--- src/rtl/pri_enc_pkg.sv ---
// pri_enc_pkg
//   Shared types and helpers for the serial priority encoder.
//   - state_t   : FSM state encoding (IDLE, DRAIN, ZERO)
//   - pick_oh   : one-hot of the winning set bit (highest or lowest index)
//   - oh2idx    : one-hot to binary index
//   - is_single : vector has exactly one bit set
//   Helpers work on a MAX_N-wide vector; callers zero-extend narrower vectors.
package pri_enc_pkg;

   localparam int MAX_N = 64;
   localparam int IDX_W = $clog2(MAX_N);

   typedef enum logic [1:0] {
      IDLE  = 2'd0,
      DRAIN = 2'd1,
      ZERO  = 2'd2
   } state_t;

   // The last matching index written wins, so the scan direction sets the priority.
   function automatic logic [MAX_N-1:0] pick_oh(input logic [MAX_N-1:0] vec,
                                                input logic             lsb_first);
      logic [MAX_N-1:0] res;
      int               j;
      res = '0;
      for (int i = 0; i < MAX_N; i++) begin
         j = lsb_first ? (MAX_N - 1 - i) : i;
         if (vec[j]) begin
            res    = '0;
            res[j] = 1'b1;
         end
      end
      return res;
   endfunction

   function automatic logic [IDX_W-1:0] oh2idx(input logic [MAX_N-1:0] onehot);
      logic [IDX_W-1:0] res;
      res = '0;
      for (int i = 0; i < MAX_N; i++) begin
         if (onehot[i]) res = res | IDX_W'(i);
      end
      return res;
   endfunction

   function automatic logic is_single(input logic [MAX_N-1:0] vec);
      return (vec != '0) && ((vec & (vec - MAX_N'(1))) == '0);
   endfunction

endpackage

--- src/rtl/pri_pick.sv ---
// pri_pick
//   Combinational priority picker: request vector -> one-hot winner, its
//   binary index, and a flag that exactly one request is set.
//   Parameters: N (vector width, 2..64), LSB_FIRST (0: highest index wins).
//   Ports:
//     vec     in   N  request vector
//     onehot  out  N  one-hot of winning bit (0 when vec is 0)
//     idx     out  W  index of winning bit (0 when vec is 0)
//     single  out  1  vec has exactly one bit set
module pri_pick
   import pri_enc_pkg::*;
#(
   parameter  int N         = 8,
   parameter  bit LSB_FIRST = 1'b0,
   localparam int W         = $clog2(N)
) (
   input  logic [N-1:0] vec,
   output logic [N-1:0] onehot,
   output logic [W-1:0] idx,
   output logic         single
);

   logic [MAX_N-1:0] vec_ext;
   logic [MAX_N-1:0] oh_ext;
   logic             unused_bits;

   assign vec_ext = MAX_N'(vec);
   assign oh_ext  = pick_oh(vec_ext, LSB_FIRST);
   assign onehot  = oh_ext[N-1:0];
   assign idx     = W'(oh2idx(oh_ext));
   assign single  = is_single(vec_ext);

   // Bits above N are always zero because vec is zero-extended.
   assign unused_bits = ^oh_ext;

endmodule

--- src/rtl/pri_encoder_serial.sv ---
// pri_encoder_serial
//   Accepts an N-bit request vector and emits the index of every set bit,
//   one per output beat, in priority order, flagging the final beat.
//   Parameters: N (2..64), LSB_FIRST (0: highest index first, 1: lowest first).
//   Optional build macro PRI_ENC_SER_ZERO_BEAT_EN: an accepted all-zero vector
//   produces one beat with out_none=1; without it the vector is silently dropped.
//   Ports:
//     clk, rst_n              clock, async active-low reset
//     in_valid/in_ready/in_vec  input handshake and request vector
//     out_valid/out_ready       output handshake
//     out_idx, out_onehot       current winning bit (index and one-hot)
//     out_last                  final beat of the current vector
//     out_none                  empty-vector beat (macro builds only)
//     busy                      FSM not idle
//
// state | meaning
// IDLE  | no pending bits, ready for a vector
// DRAIN | emitting pending bits, one per transfer
// ZERO  | emitting the single empty-vector beat (macro builds only)
module pri_encoder_serial
   import pri_enc_pkg::*;
#(
   parameter  int N         = 8,
   parameter  bit LSB_FIRST = 1'b0,
   localparam int W         = $clog2(N)
) (
   input  logic         clk,
   input  logic         rst_n,
   input  logic         in_valid,
   output logic         in_ready,
   input  logic [N-1:0] in_vec,
   output logic         out_valid,
   input  logic         out_ready,
   output logic [W-1:0] out_idx,
   output logic [N-1:0] out_onehot,
   output logic         out_last,
   output logic         out_none,
   output logic         busy
);

   state_t       state, state_nxt;
   logic [N-1:0] pend, pend_nxt;
   logic [N-1:0] pick_onehot;
   logic [W-1:0] pick_idx;
   logic         pick_single;
   logic         ready_int;

   pri_pick #(
      .N         (N),
      .LSB_FIRST (LSB_FIRST)
   ) u_pick (
      .vec    (pend),
      .onehot (pick_onehot),
      .idx    (pick_idx),
      .single (pick_single)
   );

   always_ff @(posedge clk or negedge rst_n) begin
      if (!rst_n) begin
         state <= IDLE;
         pend  <= '0;
      end else begin
         state <= state_nxt;
         pend  <= pend_nxt;
      end
   end

   always_comb begin
      state_nxt = state;
      pend_nxt  = pend;
      ready_int = 1'b0;
      out_valid = 1'b0;
      out_last  = 1'b0;
      out_none  = 1'b0;

      case (state)
         IDLE: begin
            ready_int = 1'b1;
         end
         DRAIN: begin
            out_valid = 1'b1;
            out_last  = pick_single;
            if (out_ready) begin
               pend_nxt = pend & ~pick_onehot;
               if (pick_single) begin
                  state_nxt = IDLE;
                  ready_int = 1'b1;
               end
            end
         end
`ifdef PRI_ENC_SER_ZERO_BEAT_EN
         ZERO: begin
            out_valid = 1'b1;
            out_none  = 1'b1;
            out_last  = 1'b1;
            if (out_ready) begin
               state_nxt = IDLE;
               ready_int = 1'b1;
            end
         end
`endif
         default: begin
            state_nxt = IDLE;
            pend_nxt  = '0;
         end
      endcase

      // A new vector may load on the same edge as the last-beat transfer.
      if (in_valid && ready_int) begin
         if (in_vec != '0) begin
            pend_nxt  = in_vec;
            state_nxt = DRAIN;
         end else begin
            pend_nxt  = '0;
`ifdef PRI_ENC_SER_ZERO_BEAT_EN
            state_nxt = ZERO;
`else
            state_nxt = IDLE;
`endif
         end
      end
   end

   assign in_ready   = ready_int & rst_n;
   assign out_onehot = (state == DRAIN) ? pick_onehot : '0;
   assign out_idx    = (state == DRAIN) ? pick_idx : '0;
   assign busy       = (state != IDLE);

endmodule

--- config.mk ---
export PLATFORM = sky130hd
export DESIGN_NAME = pri_encoder_serial
export DESIGN_NICKNAME = d
export VERILOG_FILES = /design/src/rtl/pri_enc_pkg.sv /design/src/rtl/pri_pick.sv /design/src/rtl/pri_encoder_serial.sv
export SDC_FILE = /design/constraint.sdc
export NUM_CORES = 1
export LEC_CHECK = 0
export CELL_PAD_IN_SITES_DETAIL_PLACEMENT = 1
export CELL_PAD_IN_SITES_GLOBAL_PLACEMENT = 1
export CORE_ASPECT_RATIO = 1.4
export CORE_MARGIN = 1.5
export CORE_UTILIZATION = 34
export CTS_CLUSTER_DIAMETER = 50
export CTS_CLUSTER_SIZE = 20
export DETAILED_ROUTE_END_ITERATION = 12
export GPL_TIMING_DRIVEN = 0
export PLACE_DENSITY = 0.9
export SLEW_MARGIN = 10
export SYNTH_ARGS = -nofsm -noshare
export SYNTH_HDL_FRONTEND = slang
export SYNTH_SLANG_ARGS = --single-unit
--- constraint.sdc ---
create_clock -name clk -period 5.5 [get_ports clk]
set_input_delay 1.1 -clock clk [delete_from_list [all_inputs] [get_ports clk]]
set_output_delay 1.1 -clock clk [all_outputs]
set_load 0.005 [all_outputs]
After elaboration in Yosys (flattened, before gate mapping)
Cells that the tools add are included.
- bits in registers: 10
- input port bits: 12
- logic and storage cells: 115
- add/subtract/negate cells: 1
- equal/unequal tests: 4
- mux-type cells: 95
- bitwise logic cells: 4
- reductions and logical operators: 9
- operator list (cell ; count):
    $mux W64 ; 7
    $mux W6 ; 24
    $mux W5 ; 16
    $and A8 B64 Y64 ; 1
    $logic_not A64 Y1 ; 1
    $reduce_bool A64 Y1 ; 1
    $mux W8 ; 6
    $mux W4 ; 8
    $mux W3 ; 9
    $mux W2 ; 11
    $pmux W8 S2 ; 1
    $mux W1 ; 11
    $sub A8 B1 Y9 const B ; 1
    $and A8 B8 Y8 ; 1
    $not A8 Y8 ; 1
    $reduce_bool A8 Y1 ; 1
    $ne A3 B3 Y1 const B ; 2
    $pmux W2 S2 ; 1
    $reduce_and A3 Y1 ; 1
    $eq A2 B1 Y1 const B ; 1
    $logic_and A1 B1 Y1 ; 2
    $logic_not A2 Y1 ; 1
    $ne A2 B2 Y1 const B ; 1
    $pmux W1 S2 ; 1
    3 further kinds ; 3

Depth between registers and ports, before layout
- depth in word-level cells: 71
- gate-level depth with buffers: 7

Cells and area by module
Synthesis repeated with hierarchy kept, for this count alone.
- cells, all modules: 100
- area, all modules: 802.0 µm²
- by module, submodules not included (module ; instances ; cells each ; area an instance (µm²)):
    pri_encoder_serial ; 1 ; 69 ; 586.8
    pri_pick ; 1 ; 31 ; 215.2

Worst setup path after synthesis
No wires, ideal clock.
- kind: register -> output
- start: register pend[2]
- end: output in_ready
- arrival time: 1542 ps
- data required time: 4400 ps
- setup slack: 2858 ps
- stages on the path, launching flop included: 7
- path buffers: 1
- cells stage by stage: dfrtp_1 buf_2 or4b_1 o311ai_1 a22o_4 nand2_1 a21boi_0
- longest elaborated chain between the ends: 11
- elaborated cells between the ends (all ways): 12
- those cells by class: 1 x add/sub; 6 x mux; 2 x bitwise; 3 x reduce/logical
- RTL lines (what ; line ; RTL):
    start: declaration ; pri_encoder_serial.sv:42 ; logic [N-1:0] pend, pend_nxt;
    start signal: assignment ; pri_encoder_serial.sv:64 ; pend <= pend_nxt;
    $sub A8 B1 Y9 ; pri_enc_pkg.sv:45 ; return (vec != '0) && ((vec & (vec - MAX_N'(1))) == '0);
    $and A8 B64 Y64 ; pri_enc_pkg.sv:45 ;
    $logic_not A64 Y1 ; pri_enc_pkg.sv:45 ;
    $logic_and A1 B1 Y1 * ; pri_enc_pkg.sv:45 ;
    $mux W1 * ; pri_encoder_serial.sv:85 ; if (pick_single) begin
    $mux W1 * ; pri_encoder_serial.sv:83 ; if (out_ready) begin
    $mux W1 * ; pri_encoder_serial.sv:76 ; case (state)
    $mux W1 * ; pri_encoder_serial.sv:83 ;
    $mux W1 * ; pri_encoder_serial.sv:76 ;
    $pmux W1 S2 * ; pri_encoder_serial.sv:76 ;
    $and A1 B1 Y1 * ; pri_encoder_serial.sv:124 ; assign in_ready = ready_int & rst_n;
    end: declaration ; pri_encoder_serial.sv:30 ; output logic in_ready,
Mark *: on every way between the ends. The rest lies on a longest branch, timed or not. The select of a mux whose other input is x is not followed.

Worst setup path after layout
- start: input rst_n
- end: output in_ready
- longest elaborated chain between the ends: 1
- RTL lines (what ; line ; RTL):
    start: declaration ; pri_encoder_serial.sv:28 ; input logic rst_n,
    $and A1 B1 Y1 ; pri_encoder_serial.sv:124 ;
Every way passes these cells.

==> results.json <==
{
  "status": "finished clean",
  "synth_seq_cells": 9,
  "clk_latency_ps": 270,
  "path_max_fanout": 10,
  "cp-end-kind": "output pin",
  "grt_max_degree": 11,
  "slew_violations": 0,
  "period_needed_ps": 3740,
  "max_cap_viol_count": 0,
  "combPwrFrac": 0.731,
  "synth_edf_count": 0,
  "clk_path_buf_depth": 2,
  "path_buf_inv": 2,
  "multiInputGateArea_sq_um": 454,
  "min_period_over_period": 0.679,
  "switching_power_mw": 0.258,
  "crit_type": "in2out",
  "first_iter_violations": 4,
  "n_fill_cell": 263,
  "ios": 28,
  "drive_gt1_frac": 0.157,
  "htreeDepth": 1,
  "vias": 736,
  "cellLeakagePower_nw": 0.491,
  "cts_resized": 0,
  "ys_seq_area_frac": 0.298,
  "required_ps": 4400,
  "synth_most_common_cell": "dfrtp_1",
  "synth_area_leaders": "dfrtp_1, mux2_4, mux2i_1",
  "yosysUniqueCellTypes": 39,
  "root_buffer": "clkbuf_4",
  "dr.pass1.iters": 3,
  "avgViaCountPerCell": 5.37,
  "syn-num-nets": 97,
  "start_kind": "primary input",
  "ant_nets": 0,
  "p_clk_frac": 0.081,
  "cpMostUsedCell": "clkdlybuf4s50_1",
  "cpMaxStageDelayCell": "clkdlybuf4s50_1",
  "power.density_mw_per_mm2": 611,
  "synth_area_sq_um": 756,
  "start_util": 0.355,
  "area_growth_pct": 41.6,
  "max_stage_delay_ps": 750,
  "hp-class": "reg2reg",
  "cts_buffers": 3,
  "grt_first_pass_wirelength_mm": 3.18,
  "max_freq_mhz": 268,
  "final_hold_viol_count": 0,
  "tns_ps": 0,
  "ff_latch_area_sq_um": 225,
  "synthArstFlopShare": 1.00,
  "path_delay_family": "buffers and inverters",
  "synthFlopType": "dfrtp_1",
  "worstPathCellList": "clkdlybuf4s50_1 -> a21boi_0 -> clkdlybuf4s50_1",
  "place_congestion": 0.723,
  "antenna_found_initial": 0,
  "setup_ws_ps": 1760,
  "p_int_mw": 0.395,
  "wl_per_cell_um": 13.2,
  "finClkSkew_ps": 3.57,
  "synth_warnings": 0,
  "sequentialPowerShare": 0.187,
  "place_hpwl_mm": 1.47,
  "synth_commonest_cells": "dfrtp_1, nand2_1, inv_1, nor2_1",
  "clock-sinks": 9,
  "power.share.switching": 0.395,
  "port_buffers": 26,
  "pre_cts_ws_ps": 1770,
  "vdd_drop_max_mv": 0.373,
  "diodes": 0,
  "postCtsHoldBufs": 0,
  "nNetsFinal": 128,
  "setup-violations-final": 0,
  "rsz0062_at_grt": "false",
  "syn_area_per_cell_sq_um": 8.89,
  "wirelength_mm": 1.81,
  "synth_top_cell_by_area": "dfrtp_1",
  "core-area_sq_mm": 0.00213,
  "arrival_ps": 2640,
  "final_core_util": 0.503,
  "fp.dieH_um": 58.8,
  "die-area_sq_mm": 0.00252,
  "synth_cells": 85,
  "route.detailed.drc": 0,
  "synth_top_cell_area_share": 0.298,
  "post-cts-setup-buffers": 0,
  "grt-ovfl-total": 0,
  "row_count": 20,
  "die_w_um": 42.8,
  "grt_usage": 0.167,
  "grt_pass1_vias": 737,
  "cts_tree": "yes",
  "cts.clk_slew.worst_paths_ps": 60
}
[metrics by stage]
step / hold WS (ps) / area (sq um) / total power [mW] / cells
5_1_grt: 651 / 1070 / 0.711 / 137
3_5_place_dp: 595 / 1040 / 0.606 / 133
4_1_cts: 606 / 1070 / 0.664 / 137
3_3_place_gp: 597 / 1040 / 0.586 / 133
2_1_floorplan: 547 / 756 / 0.411 / 85
6_report: 604 / 1070 / 0.653 / 137
[state kept, by name, summed over array words and instances, names as in the netlist]
| name | flops |
|---|---|
| pend | 8 |
| state | 1 |
[final cells by class]
cell class / count / area share
Multi-Input combinational cell: 61 / 0.425
Timing Repair Buffer: 26 / 0.243
Sequential cell: 9 / 0.211
Buffer: 8 / 0.0468
Tap cell: 22 / 0.0257
Clock buffer: 4 / 0.0246
Inverter: 7 / 0.0246
[per-layer routing]
layer | vias to the layer above | GRT usage | share of wire
li1 | 359 | - | -
met1 | 345 | 0.188 | 0.39
met2 | 25 | 0.275 | 0.52
met3 | 7 | 0.0276 | 0.051
met4 | 0 | 0.134 | 0.039
met5 | - | 0 | 0
[placed cells by master, fill, tap and decap left out, types with 3 or more instances in the layout]
cell type        instances
nand2_1                  8
o21ai_0                  4
nor2_1                   5
inv_1                    7
nor2b_1                  3
clkdlybuf4s50_1         26
nor4_1                   3
mux2i_1                  4
clkbuf_4                 3
mux2_4                   3
dfrtp_1                  9
buf_2                    3
[kinds of logic after synthesis]
logic type / count (synthesis) / share of synthesized area
AOI/OAI and AO/OA: 17 / 0.192
xor gates and xnor gates: 2 / 0.0232
buffers and inverters: 15 / 0.101
DFF: 9 / 0.298
muxes: 7 / 0.113
other: 1 / 0.00496
and+or+nand+nor: 34 / 0.268
[worst register-to-register path, stage by stage (launching register included)]
cell	delay [ps]
dfrtp_1	350
clkbuf_2	190
nor4b_1	190
a211o_1	250
a22o_4	270
a31oi_4	360
mux2_4	330
[final timing paths]
check,start,to,slack [ps],cells past startpoint
min reg2reg,pend[0],pend[0],600,2
max reg2reg,pend[5],pend[6],3440,6
max,rst_n,in_ready,1760,3
min in group asynchronous,rst_n,pend[2],1140,1
min,pend[0],pend[0],600,2
max in group asynchronous,rst_n,pend[7],4050,1
[power by group through the flow]
stage	registers, mW	logic (mW)	clock network, mW
3_3_place_gp	0.121	0.465	0
6_report	0.122	0.478	0.0532
5_1_grt	0.128	0.525	0.0580
3_5_place_dp	0.123	0.482	0
2_1_floorplan	0.117	0.294	0
4_1_cts	0.122	0.484	0.0573
Power figures use the tool's default switching activity.
